### config.mk
export PLATFORM = sky130hd
export DESIGN_NAME = bcd2bin_arbiter_flat
export DESIGN_NICKNAME = d
export VERILOG_FILES = /design/src/rtl/bcd2bin_arbiter_if.sv /design/src/rtl/bcd2bin_arbiter.sv /design/src/flat_wrapper.sv
export SDC_FILE = /design/constraint.sdc
export NUM_CORES = 1
export LEC_CHECK = 0
export CORE_MARGIN = 3
export CORE_UTILIZATION = 45
export CTS_CLUSTER_DIAMETER = 40
export DETAILED_ROUTE_END_ITERATION = 8
export DONT_BUFFER_PORTS = 1
export GPL_ROUTABILITY_DRIVEN = 0
export GPL_TIMING_DRIVEN = 0
export PLACE_DENSITY = 0.69
export SLEW_MARGIN = 20
export SYNTH_ARGS = -nofsm -noshare
export SYNTH_HDL_FRONTEND = slang
export SYNTH_SLANG_ARGS = --single-unit
### constraint.sdc
create_clock -name clk -period 2.87 [get_ports clk]
set_input_delay 0.1435 -clock clk [delete_from_list [all_inputs] [get_ports clk]]
set_output_delay 0.1435 -clock clk [all_outputs]
set_load 0.05 [all_outputs]
### src/rtl/bcd2bin_arbiter_if.sv
// Requester and converter signals of the shared BCD-to-binary arbiter.
// The arbiter takes the slave side; clients and the converter form the master side.
interface bcd2bin_arbiter_if #(
  parameter int NREQ = 4
);
  logic [NREQ-1:0]   req;
  logic [4*NREQ-1:0] dig1_in;
  logic [4*NREQ-1:0] dig0_in;
  logic [NREQ-1:0]   ack;
  logic [6:0]        result;
  logic              err;
  logic              busy;
  logic              conv_start;
  logic [3:0]        conv_dig1;
  logic [3:0]        conv_dig0;
  logic              conv_ready;
  logic              conv_done_tick;
  logic [6:0]        conv_bin;

  modport slave (
    input  req, dig1_in, dig0_in, conv_ready, conv_done_tick, conv_bin,
    output ack, result, err, busy, conv_start, conv_dig1, conv_dig0
  );

  modport master (
    output req, dig1_in, dig0_in, conv_ready, conv_done_tick, conv_bin,
    input  ack, result, err, busy, conv_start, conv_dig1, conv_dig0
  );
endinterface

### src/rtl/bcd2bin_arbiter.sv
// Round-robin arbiter sharing one 2-digit BCD-to-binary converter among NREQ clients.
// Non-BCD digits are answered with err directly; a hung converter is cut off after TIMEOUT cycles.
module bcd2bin_arb_lane #(
  parameter int IDX_W = 2,
  parameter int IDX   = 0
) (
  input  logic [3:0]       dig1,
  input  logic [3:0]       dig0,
  input  logic [IDX_W-1:0] gnt,
  input  logic             in_resp,
  output logic             bcd_ok,
  output logic             ack
);
  assign bcd_ok = (dig1 <= 4'd9) && (dig0 <= 4'd9);
  assign ack    = in_resp && (gnt == IDX_W'(IDX));
endmodule

module bcd2bin_arbiter #(
  parameter int NREQ    = 4,
  parameter int TIMEOUT = 15
) (
  input  logic            clk,
  input  logic            rst,
  bcd2bin_arbiter_if.slave bus
);
  localparam int IDX_W = (NREQ > 1) ? $clog2(NREQ) : 1;
  localparam int CNT_W = $clog2(TIMEOUT);

  typedef enum logic [1:0] {IDLE, ISSUE, WAIT, RESP} state_t;

  state_t                 state;
  logic [IDX_W-1:0]       gnt, last, nxt, cand;
  logic                   found;
  logic [CNT_W-1:0]       cnt;
  logic [6:0]             result_q;
  logic                   err_q;
  logic [3:0]             cd1, cd0;
  logic [NREQ-1:0][3:0]   d1_v, d0_v;
  logic [NREQ-1:0]        bcd_ok, ack_v;

  assign d1_v = bus.dig1_in;
  assign d0_v = bus.dig0_in;

  for (genvar i = 0; i < NREQ; i++) begin : g_lane
    bcd2bin_arb_lane #(.IDX_W(IDX_W), .IDX(i)) u_lane (
      .dig1    (d1_v[i]),
      .dig0    (d0_v[i]),
      .gnt     (gnt),
      .in_resp (state == RESP),
      .bcd_ok  (bcd_ok[i]),
      .ack     (ack_v[i])
    );
  end

  // Search starts just past the last winner so every requester is served within NREQ-1 others.
  always_comb begin
    found = 1'b0;
    nxt   = last;
    cand  = '0;
    for (int k = 1; k <= NREQ; k++) begin
      cand = IDX_W'((int'(last) + k) % NREQ);
      if (!found && bus.req[cand]) begin
        found = 1'b1;
        nxt   = cand;
      end
    end
  end

  always_ff @(posedge clk) begin
    if (rst) begin
      state    <= IDLE;
      gnt      <= '0;
      last     <= IDX_W'(NREQ - 1);
      cnt      <= '0;
      result_q <= '0;
      err_q    <= 1'b0;
      cd1      <= '0;
      cd0      <= '0;
    end else begin
      case (state)
        IDLE: if (found) begin
          gnt <= nxt;
          cd1 <= d1_v[nxt];
          cd0 <= d0_v[nxt];
          if (!bcd_ok[nxt]) begin
            result_q <= '0;
            err_q    <= 1'b1;
            state    <= RESP;
          end else begin
            state <= ISSUE;
          end
        end
        ISSUE: if (bus.conv_ready) begin
          cnt   <= '0;
          state <= WAIT;
        end
        // A completion in the timeout cycle still counts as success.
        WAIT: begin
          if (bus.conv_done_tick) begin
            result_q <= bus.conv_bin;
            err_q    <= 1'b0;
            state    <= RESP;
          end else if (cnt == CNT_W'(TIMEOUT - 1)) begin
            result_q <= '0;
            err_q    <= 1'b1;
            state    <= RESP;
          end else begin
            cnt <= cnt + 1'b1;
          end
        end
        RESP: begin
          last  <= gnt;
          state <= IDLE;
        end
        default: state <= IDLE;
      endcase
    end
  end

  assign bus.conv_start = (state == ISSUE) && bus.conv_ready;
  assign bus.busy       = (state != IDLE);
  assign bus.ack        = ack_v;
  assign bus.result     = result_q;
  assign bus.err        = err_q;
  assign bus.conv_dig1  = cd1;
  assign bus.conv_dig0  = cd0;
endmodule

### src/flat_wrapper.sv
// flat-port wrapper written by rule: the top's interface ports become plain ports
module bcd2bin_arbiter_flat 
#(
  parameter int NREQ    = 4,
  parameter int TIMEOUT = 15
)
  (clk, rst, bus_req, bus_dig1_in, bus_dig0_in, bus_conv_ready, bus_conv_done_tick, bus_conv_bin, bus_ack, bus_result, bus_err, bus_busy, bus_conv_start, bus_conv_dig1, bus_conv_dig0);
  bcd2bin_arbiter_if #(.NREQ(NREQ)) bus_i ();
  input  logic clk;
  input  logic rst;
  input wire logic [$bits(bus_i.req)-1:0] bus_req;
  input wire logic [$bits(bus_i.dig1_in)-1:0] bus_dig1_in;
  input wire logic [$bits(bus_i.dig0_in)-1:0] bus_dig0_in;
  input wire logic [$bits(bus_i.conv_ready)-1:0] bus_conv_ready;
  input wire logic [$bits(bus_i.conv_done_tick)-1:0] bus_conv_done_tick;
  input wire logic [$bits(bus_i.conv_bin)-1:0] bus_conv_bin;
  output wire logic [$bits(bus_i.ack)-1:0] bus_ack;
  output wire logic [$bits(bus_i.result)-1:0] bus_result;
  output wire logic [$bits(bus_i.err)-1:0] bus_err;
  output wire logic [$bits(bus_i.busy)-1:0] bus_busy;
  output wire logic [$bits(bus_i.conv_start)-1:0] bus_conv_start;
  output wire logic [$bits(bus_i.conv_dig1)-1:0] bus_conv_dig1;
  output wire logic [$bits(bus_i.conv_dig0)-1:0] bus_conv_dig0;
  assign bus_i.req = bus_req;
  assign bus_i.dig1_in = bus_dig1_in;
  assign bus_i.dig0_in = bus_dig0_in;
  assign bus_i.conv_ready = bus_conv_ready;
  assign bus_i.conv_done_tick = bus_conv_done_tick;
  assign bus_i.conv_bin = bus_conv_bin;
  assign bus_ack = bus_i.ack;
  assign bus_result = bus_i.result;
  assign bus_err = bus_i.err;
  assign bus_busy = bus_i.busy;
  assign bus_conv_start = bus_i.conv_start;
  assign bus_conv_dig1 = bus_i.conv_dig1;
  assign bus_conv_dig0 = bus_i.conv_dig0;
  bcd2bin_arbiter #(.NREQ(NREQ), .TIMEOUT(TIMEOUT)) u_core (.clk(clk), .rst(rst), .bus(bus_i));
endmodule
# Word level (Yosys, flattened, before mapping)

Cells that the tools add are included.

Bits in registers: 26
Bits in latches: 0
Memory bits (writable): 0
Memory bits (read-only): 0
Input bits: 47
Logic and storage cells: 105
Memories: 0

Add/sub/neg operators: 5
Multipliers: 0
Divide/modulo/power cells: 0
Order comparisons: 13
Equality and inequality tests: 13
Shift operators: 0
Muxes and demuxes: 42
Bitwise operators: 0
Reduce and logical (&&, ||, !) cells: 24

Operators by type and width:

| operator                                                               | count |
|---|---|
| 4-bit less-or-equal comparator (second input constant)                 | 8 |
| 7-bit two-way mux                                                      | 4 |
| 4-bit two-way mux                                                      | 5 |
| 2-bit two-way mux                                                      | 9 |
| 4-bit binary-select mux with 2-bit select                              | 2 |
| 2-bit by 3-bit < comparator with 1-bit output (second input constant)  | 5 |
| 7-bit one-hot mux with 2 select lines                                  | 1 |
| 1-bit two-way mux                                                      | 13 |
| 1-bit logical AND                                                      | 12 |
| 1-bit binary-select mux with 2-bit select                              | 5 |
| 2-bit equality test (second input constant)                            | 4 |
| 2-bit != test (second input constant)                                  | 4 |
| 2-bit one-hot mux with 4 select lines                                  | 1 |
| 4-bit one-hot mux with 2 select lines                                  | 1 |
| 4-bit AND reduction                                                    | 2 |
| 2-bit nonzero test                                                     | 3 |
| 2-bit by 1-bit adder with 2-bit output (second input constant)         | 2 |
| 2-bit adder (second input constant)                                    | 2 |
| 4-bit by 1-bit adder with 4-bit output (second input constant)         | 1 |
| 2-bit by 1-bit equality test with 1-bit output (second input constant) | 2 |
| 4-bit equality test (second input constant)                            | 1 |
| 2-bit logical NOT                                                      | 2 |
| 1-bit logical NOT                                                      | 3 |
| 3-bit by 2-bit != test with 1-bit output (second input constant)       | 1 |
| other kinds (4)                                                        | 4 |

# Logic depth before layout (Yosys ltp)

Gate-level depths: netlist (run 1).

Depth after elaboration: 18
Depth in mapped cells: 8
Gate-level depth less buffers: 8

# Modules after synthesis

From an unflattened synthesis (run 1), not the netlist that was laid out.

Cell total of the unflattened synthesis: 213
Area total of the unflattened synthesis: 1,722.9 um^2

By module, submodules not included:

| module                                         | times used | cells an instance | area each (um^2) | seq. area each (um^2) |
|---|---|---|---|---|
| bcd2bin_arbiter                                | 1          | 195               | 1,629.1          | 520.5 |
| bcd2bin_arb_lane (u_core.g_lane[1].u_lane ...) | 2          | 5                 | 23.8             | 0.0 |
| bcd2bin_arb_lane (u_core.g_lane[0].u_lane)     | 1          | 4                 | 23.8             | 0.0 |
| bcd2bin_arb_lane (u_core.g_lane[3].u_lane)     | 1          | 4                 | 22.5             | 0.0 |

# Worst setup path after synthesis (run 1)

No wires, ideal clock.

Path type: flip-flop to flip-flop
From: reg u_core.state[0]
To: reg u_core.err_q, in the netlist u_core.bus.err
Library setup time: 121 ps
Data arrival time: 1,867 ps
Required time: 2,749 ps
Setup slack: 882 ps
Cell stages (with the launch flop): 9
Path through: dfxtp_1 > inv_1 > ha_1 > inv_1 > a311oi_1 > a41oi_1 > a21boi_1 > o221ai_4 > mux2_4

Cells in the longest elaborated chain, start to end: 3
Elaborated cells on any way between the ends: 8
Those cells by class: eq/ne: 4; mux: 1; reduce/logical: 3

Ends and longest elaborated chain:

| what                                                                                    | line                   | text |
|---|---|---|
| from (decl)                                                                             | bcd2bin_arbiter.sv:31  | `state_t state;` |
| from (signal assigned)                                                                  | bcd2bin_arbiter.sv:71  | `state <= IDLE;` |
| from (signal assigned)                                                                  | bcd2bin_arbiter.sv:88  | `state <= RESP;` |
| from (signal assigned)                                                                  | bcd2bin_arbiter.sv:90  | `state <= ISSUE;` |
| 2-bit equality test or 2-bit logical NOT (tied branches)                                | bcd2bin_arbiter.sv:80  | `case (state)` |
| 3-bit by 2-bit != test with 1-bit output (no source line), or another cell as far along | --                     |  |
| 4-bit AND reduction (no source line)                                                    | --                     |  |
| to (signal assigned)                                                                    | bcd2bin_arbiter.sv:76  | `err_q <= 1'b0;` |
| to (signal assigned)                                                                    | bcd2bin_arbiter.sv:87  | `err_q <= 1'b1;` |
| to (signal assigned)                                                                    | bcd2bin_arbiter.sv:101 | `err_q <= 1'b0;` |
| to (decl)                                                                               | bcd2bin_arbiter.sv:36  | `logic err_q;` |

Several ways; a longest one is shown, not always the timed one.
A chain may end at the register's enable or synchronous reset.

# Final worst setup path (run 1)

Ends and elaborated chain as after synthesis.

==> results of run 1 <==
## through the flow
stage          std cells  power, mW
3_3_place_gp         256       1.53
4_1_cts              260       1.84
2_1_floorplan        210       1.39
6_report             261       1.84
5_1_grt              261       1.95
3_5_place_dp         256       1.54
## where the power goes
part           switching, mW  internal (mW)
clock                  0.112          0.186
sequential             0.266          0.447
combinational          0.504          0.325
## registers in the layout, summed over array words and instances (netlist names)
register / cells
u_core.bus.result: 7
u_core.gnt: 2
u_core.last: 2
u_core.bus.err: 1
u_core.bus.conv_dig0: 4
u_core.state: 2
u_core.cnt: 4
u_core.bus.conv_dig1: 4
## area by class of cell
class                           instances  share of cell area (%)
Clock inverter                          1                    1.62
Clock buffer                            3                    2.23
Buffer                                 15                    5.21
Sequential cell                        26                    28.1
Multi-Input combinational cell        161                    57.5
Tap cell                               46                    3.11
Inverter                                8                    1.62
Timing Repair Buffer                    1                   0.541
## metal layers
| layer | vias up | GRT usage (%) |
|---|---|---|
| li1 | 752 | - |
| met2 | 47 | 26.9 |
| met5 | - | 0 |
| met3 | 2 | 4.16 |
| met1 | 647 | 23.4 |
| met4 | 0 | 4.56 |
## worst reg2reg max path: cells and delay by family, from the launching register on
family	cells	cell delay, ns
muxes	1	0.36
buffers and inverters	2	0.24
DFF	1	0.40
adders and majority gates	1	0.27
AOI/OAI and AO/OA	4	0.98
## cell families (layout without fill, tap and decap cells)
kind of cell / Yosys count / in the layout / share of synthesized area [%]
flip-flops: 26 / 26 / 30.4
buffers and inverters: 23 / 28 / 7.39
XOR/XNOR: 2 / 2 / 1.02
AO/OA/AOI/OAI: 56 / 56 / 25.5
AND/OR/NAND/NOR: 88 / 88 / 25.7
adder cells (fa/ha/maj): 6 / 6 / 4.39
multiplexers: 9 / 9 / 5.56
## cell usage after synthesis, drive strengths merged (2+ instances only)
cell	count
a311o	8
buf	9
dfxtp	26
a211oi	8
or2	2
a221oi	2
clkbuf	6
ha	6
a21oi	14
a311oi	2
nor3b	9
nand2b	11
inv	8
nor2b	3
o21ai	9
nor2	16
and2	2
xor2	2
nand2	39
a41oi	2
nor3	3
mux2i	8
## timing repair
item	4_1_cts	5_1_grt
setup endpoints to repair	0	0
endpoints found under the hold margin	0	1
hold buffers	0	1
gates resized for setup	0	0
## worst max path at each step
stage / endpoint / slack, ns / depth (start not counted)
2_1_floorplan: u_core.bus.err / 0.88 / 8
3_3_place_gp: u_core.bus.err / 0.60 / 8
3_5_place_dp: u_core.bus.err / 0.55 / 8
4_1_cts: u_core.bus.err / 0.53 / 8
5_1_grt: u_core.bus.err / 0.31 / 8
6_report: u_core.bus.err / 0.52 / 8
==> impl_metrics.ini, run 1 <==
[timing]
worst-slew-pin-transition_ns = 0.531
final_min_period_over_clock_period_pct = 82.0
finalWorstSetupSlack_ns = 0.516
rsz_0062_raised_after_global_routing = false
setup_tns_ns = 0
fmax_mhz = 425
final-max-slew-violation-count = 0
report.final.setup_viol = 0
finalWorstPathRequiredPeriod_ns = 2.35
fin_hold_ws_ns = 0.00504
fin_skew_ns = 0.00148
hold_viol_final = 0
max_slew_margin_pct = 64.6

[cells_and_area]
layout.cells.most_common = sky130_fd_sc_hd__nand2_1
antenna-diode-count = 0
syn_to_final_growth_pct = 8.12
final.fill_count = 355
final_net_count = 269
finalCoreUtilization_pct = 52.9
multi_input_comb_area_um2 = 1060
final_design_area_no_fill_um2 = 1850
layout_common_cells = sky130_fd_sc_hd__nand2_1 (39), sky130_fd_sc_hd__dfxtp_1 (26), sky130_fd_sc_hd__nor2_1 (15)
layout-drive-gt1-share_pct = 10.7
ff_latch_area_um2 = 520

[logic_synthesis]
synth_largest_type_area_fraction_pct = 30.4
synthDistinctLibCells = 46
share_of_synthesized_flip_flops_with_an_asynchronous_set_or_reset_pct = 0
synth_edf_count = 0
synth_fp_nets = 263
synth_top_cells_by_area = sky130_fd_sc_hd__dfxtp_1 (30%), sky130_fd_sc_hd__nand2_1 (8.6%), sky130_fd_sc_hd__a311o_1 (4.7%), sky130_fd_sc_hd__mux2i_1 (4.7%), sky130_fd_sc_hd__ha_1 (4.4%)
netlist_instances = 210
yosys_register_bits = 26
syn_area_per_cell_um2 = 8.14
synthesis.yosys.warnings = 0
synthesis.area_um2 = 1710
yosysSeqAreaShare_pct = 30.4
synth.largest_area_cell = sky130_fd_sc_hd__dfxtp_1
dominantRegCellSynth = sky130_fd_sc_hd__dfxtp_1

[detailed_routing]
ant_nets = 0
dr_top_layer = met4
via_count = 1448
met2WireLength_um = 1900
drt-initial-drc-count = 66
number_of_vias_per_cell_after_detailed_routing = 5.55
detail_route.wl_per_cell_um = 15.6
wl_met3_um = 350
post_route_met1_wirelength_um = 1790
route.detailed.drc = 0
totalWireLength_um = 4070
detail_route.first_pass.iterations = 4

[setup_path]
cpMostUsedCell = sky130_fd_sc_hd__inv_1
critical_path_class = flop to flop
cp_data_required_time_ns = 3.03
reg2reg_from = u_core.state[0]
critical-path-max-stage-delay_ns = 0.40
reg2reg_depth = 8
crit_path_top_delay_cell = sky130_fd_sc_hd__dfxtp_1
cp_num_buf_inv = 2
crit_path_start_kind = flop
data_arrival_time_of_the_worst_path_ns = 2.51
timing.critical_path.to_type = flop
crit_path_cell_trace = inv_1 -> ha_1 -> inv_1 -> a311oi_1 -> a41oi_1 -> a21boi_1 -> o221ai_4 -> mux2_4
critical-path-top-delay-family = compound AO/OA/AOI/OAI gates
worst-r2r-setup-slack_ns = 0.52
worst_setup_path_startpoint = u_core.state[0]
worstPathMaxFanout = 8
critical_path.reg2reg.endpoint = u_core.bus.err

[die]
ioPinCount = 69
starting_utilization_of_the_core_area_pct = 48.9
core-area_um2 = 3490
die_height_um = 67.7
die_w_um = 67.7
rows = 21
fp.dieArea_um2 = 4580

[clocking]
cts_root_buf = sky130_fd_sc_hd__clkbuf_8
cts.sink_count = 26
path_clk_slew_ns = 0.09
worst_skew_pair.late_latency_ns = 0.26
clock_tree_from_tritoncts = yes
clock_tree.buffer_depth = 2
cts.htree.levels = 1
postCtsSetupRepairBufs = 0
tritoncts.num_buffers = 3

[job]
max_capacitance_violation_total = 0

[place]
detailed_place_hpwl_um = 3260
port_buffers = 0
dpl_worst_slack_ns = 0.551
placed_cell_area_um2 = 1770

[grt]
largest_net_degree_at_the_start_of_global_routing = 16
grt_overflow_total = 0
grt_antenna_before_repair = 0
via_count_of_the_first_global_routing_pass = 1323
global_route.usage.total_pct = 17.1
first_pass_grt_wire_length_um = 6030

[hold_path]
hold_depth = 2
holdPathEnd = u_core.bus.result[5]
timing.hold.worst.class = input pin to flop
worst_hold_startpoint = bus_conv_bin[5]

[pwr]
max-vdd-ir-drop_mv = 0.559
cellPowerDensity_nw_per_um2 = 995
static-leakage-power_nw = 0.698

[status]
outcome = finished, final reports clean
No activity file was read; power rests on OpenSTA's default activity.
==> run 2: changes to the inputs <==
PLACE_DENSITY = 0.71   (was 0.69)
clock period = 2.1 ns   (was 2.87 ns; I/O delays follow)
==> run 2 against run 1 <==
Compared with the run above:
- count of clock-buffer cells in the layout is the same
- via count grew 4.3%
- critical endpoint unchanged
- wire length grew 0.27%
- non-clock buffer count grew 8
- largest power group unchanged
- critical path type unchanged
- worst hold slack gained 0.12 ns
- register-to-register slack lost 0.36 ns
- fmax grew 21%
- global-route usage grew 0.37 points
- sequential power grew 37%
==> impl_metrics.ini, run 2 (synthesis gave the netlist of run 1 again) <==
[status]
outcome = finished, final reports clean

[die]
die_w_um = 67.7
ioPinCount = 69
rows = 21
core-area_um2 = 3490
starting_utilization_of_the_core_area_pct = 48.9
fp.dieArea_um2 = 4580
die_height_um = 67.7

[timing]
finalWorstPathRequiredPeriod_ns = 1.94
final-max-slew-violation-count = 0
report.final.setup_viol = 0
rsz_0062_raised_after_global_routing = false
max_slew_margin_pct = 63.8
fmax_mhz = 514
worst-slew-pin-transition_ns = 0.542
fin_skew_ns = 0.00519
hold_viol_final = 0
final_min_period_over_clock_period_pct = 92.6

[cells_and_area]
final_net_count = 277
final_cell_count_no_fill = 269
final_design_area_no_fill_um2 = 1980
largest_reg_flops = 7
antenna-diode-count = 0
final.fill_count = 324
multi_input_comb_area_um2 = 1110
syn_to_final_growth_pct = 15.9
layout-drive-gt1-share_pct = 13.9
layout_common_cells = sky130_fd_sc_hd__nand2_1 (39), sky130_fd_sc_hd__dfxtp_1 (26), sky130_fd_sc_hd__nor2_1 (15)
ff_latch_area_um2 = 520
layout.cells.most_common = sky130_fd_sc_hd__nand2_1

[pwr]
static-leakage-power_nw = 0.749
max-vdd-ir-drop_mv = 0.776
cellPowerDensity_nw_per_um2 = 1330
report.power.total_mw = 2.65

[clocking]
cts_root_buf = sky130_fd_sc_hd__clkbuf_8
clock_tree.buffer_depth = 2
cts.htree.levels = 1
path_clk_slew_ns = 0.08
cts.sink_count = 26
tritoncts.num_buffers = 3
worst_skew_pair.late_latency_ns = 0.26
clock_tree_from_tritoncts = yes

[setup_path]
data_arrival_time_of_the_worst_path_ns = 2.10
crit_path_cell_trace = inv_1 -> ha_2 -> inv_2 -> a311oi_4 -> a41oi_2 -> a21boi_4 -> o221ai_4 -> mux2_4
reg2reg_from = u_core.state[0]
worstPathMaxFanout = 5
crit_path_top_delay_cell = sky130_fd_sc_hd__dfxtp_1
reg2reg_depth = 8
crit_path_start_kind = flop
critical_path_class = flop to flop
cp_data_required_time_ns = 2.26
timing.critical_path.to_type = flop
worst-r2r-setup-slack_ns = 0.16
critical_path.reg2reg.endpoint = u_core.bus.err
critical-path-max-stage-delay_ns = 0.40

[grt]
global_route.usage.total_pct = 17.5
via_count_of_the_first_global_routing_pass = 1408
grt_overflow_total = 0
grt_antenna_before_repair = 0
largest_net_degree_at_the_start_of_global_routing = 16
first_pass_grt_wire_length_um = 6250

[detailed_routing]
detail_route.first_pass.iterations = 4
totalWireLength_um = 4080
via_count = 1510
drt-initial-drc-count = 67
number_of_vias_per_cell_after_detailed_routing = 5.61
ant_nets = 0
route.detailed.drc = 0
detail_route.wl_per_cell_um = 15.2

[job]
max_capacitance_violation_total = 0

[hold_path]
hold_depth = 2
worst_hold_startpoint = bus_conv_done_tick
holdPathEnd = u_core.bus.err
timing.hold.worst.class = input pin to flop

[place]
placed_cell_area_um2 = 1770
port_buffers = 0
cell_total_after_placement = 256
detailed_place_hpwl_um = 3200
-- run 2: how the worst max path moves through the flow --
| stage | from | end | cells past startpoint |
|---|---|---|---|
| final | u_core.state[0] | u_core.bus.err | 8 |
| after global routing | u_core.last[0] | u_core.state[1] | 8 |
| after CTS | u_core.state[0] | u_core.bus.err | 8 |
| after detailed placement | u_core.state[0] | u_core.bus.err | 8 |
| after global placement | u_core.state[0] | u_core.bus.err | 8 |
| after floorplan | u_core.state[0] | u_core.bus.err | 8 |
-- run 2: layout make-up --
class / count / share of cell area, %
multi-input cells: 161 / 55.9
flip-flops and latches: 26 / 26.3
repair buffers: 9 / 4.92
plain buffers: 15 / 4.86
well taps: 46 / 2.90
clock buffers: 3 / 2.08
clock inverters: 1 / 1.52
inverters: 8 / 1.52
-- run 2: stage by stage --
step	utilization, %	setup slack, ns	hold slack [ns]	setup TNS, ns
2_1_floorplan	-	0.112	0.244	0
3_3_place_gp	50.6	-0.177	0.247	-0.279
3_5_place_dp	50.6	-0.185	0.250	-0.431
4_1_cts	55.9	0.0249	0.122	0
5_1_grt	56.7	0.0509	0.123	0
6_report	56.7	0.156	0.129	0
-- run 2: per-layer routing --
layer	routed length, um	vias to the layer above	GRT usage, %
met3	421	2	5.32
li1	-	771	-
met1	1750	686	21.5
met2	1890	51	29.9
met4	11	0	3.80
met5	0	-	0
-- run 2: repair_timing --
action / 4_1_cts / 5_1_grt
gates resized for setup: 4 / 4
hold endpoints to repair: 7 / 0
buffers inserted: 2 / 0
endpoints found under the setup margin: 8 / 9
hold buffers: 7 / 0
-- run 2: power breakdown --
group	switching [mW]	internal, mW
clock	0.148	0.255
sequential	0.365	0.610
combinational	0.712	0.556
-- run 2: critical path, delay by kind of cell (launching register included) --
family | cells | cell delay (ns)
flops | 1 | 0.40
mux | 1 | 0.32
buf+inv | 2 | 0.21
fa+ha+maj | 1 | 0.23
compound gates | 4 | 0.68
==> run 3: changes to the inputs <==
--- a/config.mk
+++ b/config.mk
@@ -6,4 +6,5 @@
 export NUM_CORES = 1
 export LEC_CHECK = 0
+export CORE_ASPECT_RATIO = 0.8
 export CORE_MARGIN = 3
 export CORE_UTILIZATION = 45
==> constraint.sdc (replaced) <==
create_clock -name clk -period 2.1 [get_ports clk]
set_input_delay 0.105 -clock clk [delete_from_list [all_inputs] [get_ports clk]]
set_output_delay 0.105 -clock clk [all_outputs]
set_load 0.005 [all_outputs]
==> run 3 against run 2 <==
Compared with the run above:
- global-route usage up 0.85 points
- count of clock-buffer cells in the layout unchanged
- clock power decreased by 33%
- first-iteration DRC count grew 18%
- total power fell by 18%
- highest routed layer unchanged
==> impl_metrics.ini, run 3 (synthesis gave the netlist of run 1 again) <==
[status]
outcome = finished, final reports clean

[hold_path]
worst_hold_startpoint = bus_conv_done_tick
timing.hold.worst.class = input pin to flop
hold_depth = 2
holdPathEnd = u_core.bus.err

[detailed_routing]
ant_nets = 0
route.detailed.drc = 0
number_of_vias_per_cell_after_detailed_routing = 5.61
via_count = 1497
drt-initial-drc-count = 79
totalWireLength_um = 4220
detail_route.first_pass.iterations = 4
detail_route.wl_per_cell_um = 15.8

[timing]
hold_viol_final = 0
fmax_mhz = 505
max_slew_margin_pct = 67.9
finalWorstSetupSlack_ns = 0.122
final_min_period_over_clock_period_pct = 94.2
fin_hold_ws_ns = 0.114
finalWorstPathRequiredPeriod_ns = 1.98
worst-slew-pin-transition_ns = 0.481
final-max-slew-violation-count = 0
fin_skew_ns = 0.00446
report.final.setup_viol = 0

[die]
ioPinCount = 69
die_height_um = 61.1
rows = 19
starting_utilization_of_the_core_area_pct = 48.3
fp.dieArea_um2 = 4580
die_w_um = 74.9
core-area_um2 = 3540

[cells_and_area]
finalCoreUtilization_pct = 55.2
final_cell_count_no_fill = 267
layout.cells.most_common = sky130_fd_sc_hd__nand2_1
layout_common_cells = sky130_fd_sc_hd__nand2_1 (39), sky130_fd_sc_hd__dfxtp_1 (26), sky130_fd_sc_hd__nor2_1 (15)
final_net_count = 280
largest_reg_flops = 7
layout-drive-gt1-share_pct = 14.2
antenna-diode-count = 0
syn_to_final_growth_pct = 14.3

[setup_path]
reg2reg_depth = 8
crit_path_cell_trace = inv_1 -> ha_1 -> inv_2 -> a311oi_4 -> a41oi_2 -> a21boi_4 -> o221ai_4 -> mux2_4
timing.critical_path.to_type = flop
cp_data_required_time_ns = 2.26
crit_path_top_delay_cell = sky130_fd_sc_hd__dfxtp_1
worst-r2r-setup-slack_ns = 0.12
data_arrival_time_of_the_worst_path_ns = 2.14
worst_setup_path_startpoint = u_core.state[0]
reg2reg_from = u_core.state[0]
crit_path_start_kind = flop
worstPathMaxFanout = 5
critical_path_class = flop to flop
critical-path-max-stage-delay_ns = 0.39
critical_path.reg2reg.endpoint = u_core.bus.err

[place]
dpl_worst_slack_ns = -0.221
detailed_place_hpwl_um = 3120
port_buffers = 0
cell_total_after_placement = 252

[grt]
grt_overflow_total = 0
grt_antenna_before_repair = 0
global_route.usage.total_pct = 18.4
via_count_of_the_first_global_routing_pass = 1410
first_pass_grt_wire_length_um = 6610
largest_net_degree_at_the_start_of_global_routing = 14

[pwr]
cellPowerDensity_nw_per_um2 = 1110
max-vdd-ir-drop_mv = 0.502
static-leakage-power_nw = 0.745
pwr-share-seq_pct = 32.9
power_frac_comb_pct = 54.7
power.share.clock_pct = 12.4
switchingPower_mw = 0.901
intPower_mw = 1.28
sw_frac_of_total_pct = 41.4

[clocking]
clock_tree_from_tritoncts = yes
path_clk_slew_ns = 0.08
cts.htree.levels = 1
tritoncts.num_buffers = 3
worst_skew_pair.late_latency_ns = 0.26
clock_tree.buffer_depth = 2
cts.sink_count = 26
cts_root_buf = sky130_fd_sc_hd__clkbuf_8

[job]
max_capacitance_violation_total = 0
==> run 3: cell types whose count changed in the layout (fill, tap and decap cells not counted), sizes merged <==
cell,change
buf,+3
bufinv,-1
==> run 3: worst max-delay path: cells and delay by family (launching register included) <==
family                     cells  cell delay, ns
buffers and inverters          2            0.21
muxes                          1            0.31
DFF                            1            0.39
adders and majority gates      1            0.27
AOI/OAI and AO/OA              4            0.70
==> run 3: worst max-delay path by stage <==
stage / end / depth (start not counted) / slack (ns)
after global routing: u_core.bus.result[4] / 9 / -0.01
after CTS: u_core.bus.result[0] / 9 / 0.09
final: u_core.bus.err / 8 / 0.12
after global placement: u_core.bus.err / 8 / -0.22
after floorplan: u_core.bus.err / 8 / 0.11
after detailed placement: u_core.bus.err / 8 / -0.22
==> run 3: final cells by class <==
class | instances | area (um2)
fill | 331 | 1590
multi-input combinational | 161 | 1110
sequential | 26 | 520
timing repair buffer | 12 | 108
buffer | 15 | 96.3
tap | 42 | 52.6
clock buffer | 3 | 41.3
inverter | 8 | 30.0
==> run 3: through the flow <==
step	area [um2]	setup TNS (ns)	total power [mW]
4_1_cts	1910	0	2.13
5_1_grt	1950	-0.0208	2.34
6_report	1950	0	2.18
3_5_place_dp	1760	-0.662	1.76
3_3_place_gp	1760	-0.603	1.75
2_1_floorplan	1710	0	1.55
==> run 3: power by group through the flow <==
stage                     sequential [mW]  clock (mW)  combinational, mW
after floorplan                     0.697           0              0.858
after global placement              0.726           0               1.03
after detailed placement            0.727           0               1.03
after CTS                           0.716       0.279               1.13
after global routing                0.733       0.303               1.30
final                               0.716       0.270               1.19
==> run 3: per-layer routing <==
layer  vias to the layer above  share of wire [%]  track usage [%]  routed length (um)
li1                        771                  -                -                   -
met1                       683                 46             25.2                1930
met2                        39                 46             29.4                1950
met3                         4                7.5             5.06                 318
met4                         0               0.66             3.30                  28
met5                         -                  0                0                   0
==> run 3: repair_timing <==
item                                    CTS  global route
setup buffers                             2             3
hold endpoints to repair                  7             0
pin swaps                                 0             0
endpoints found under the setup margin    8            11
hold buffers                              7             0
gates resized for setup                   5             2
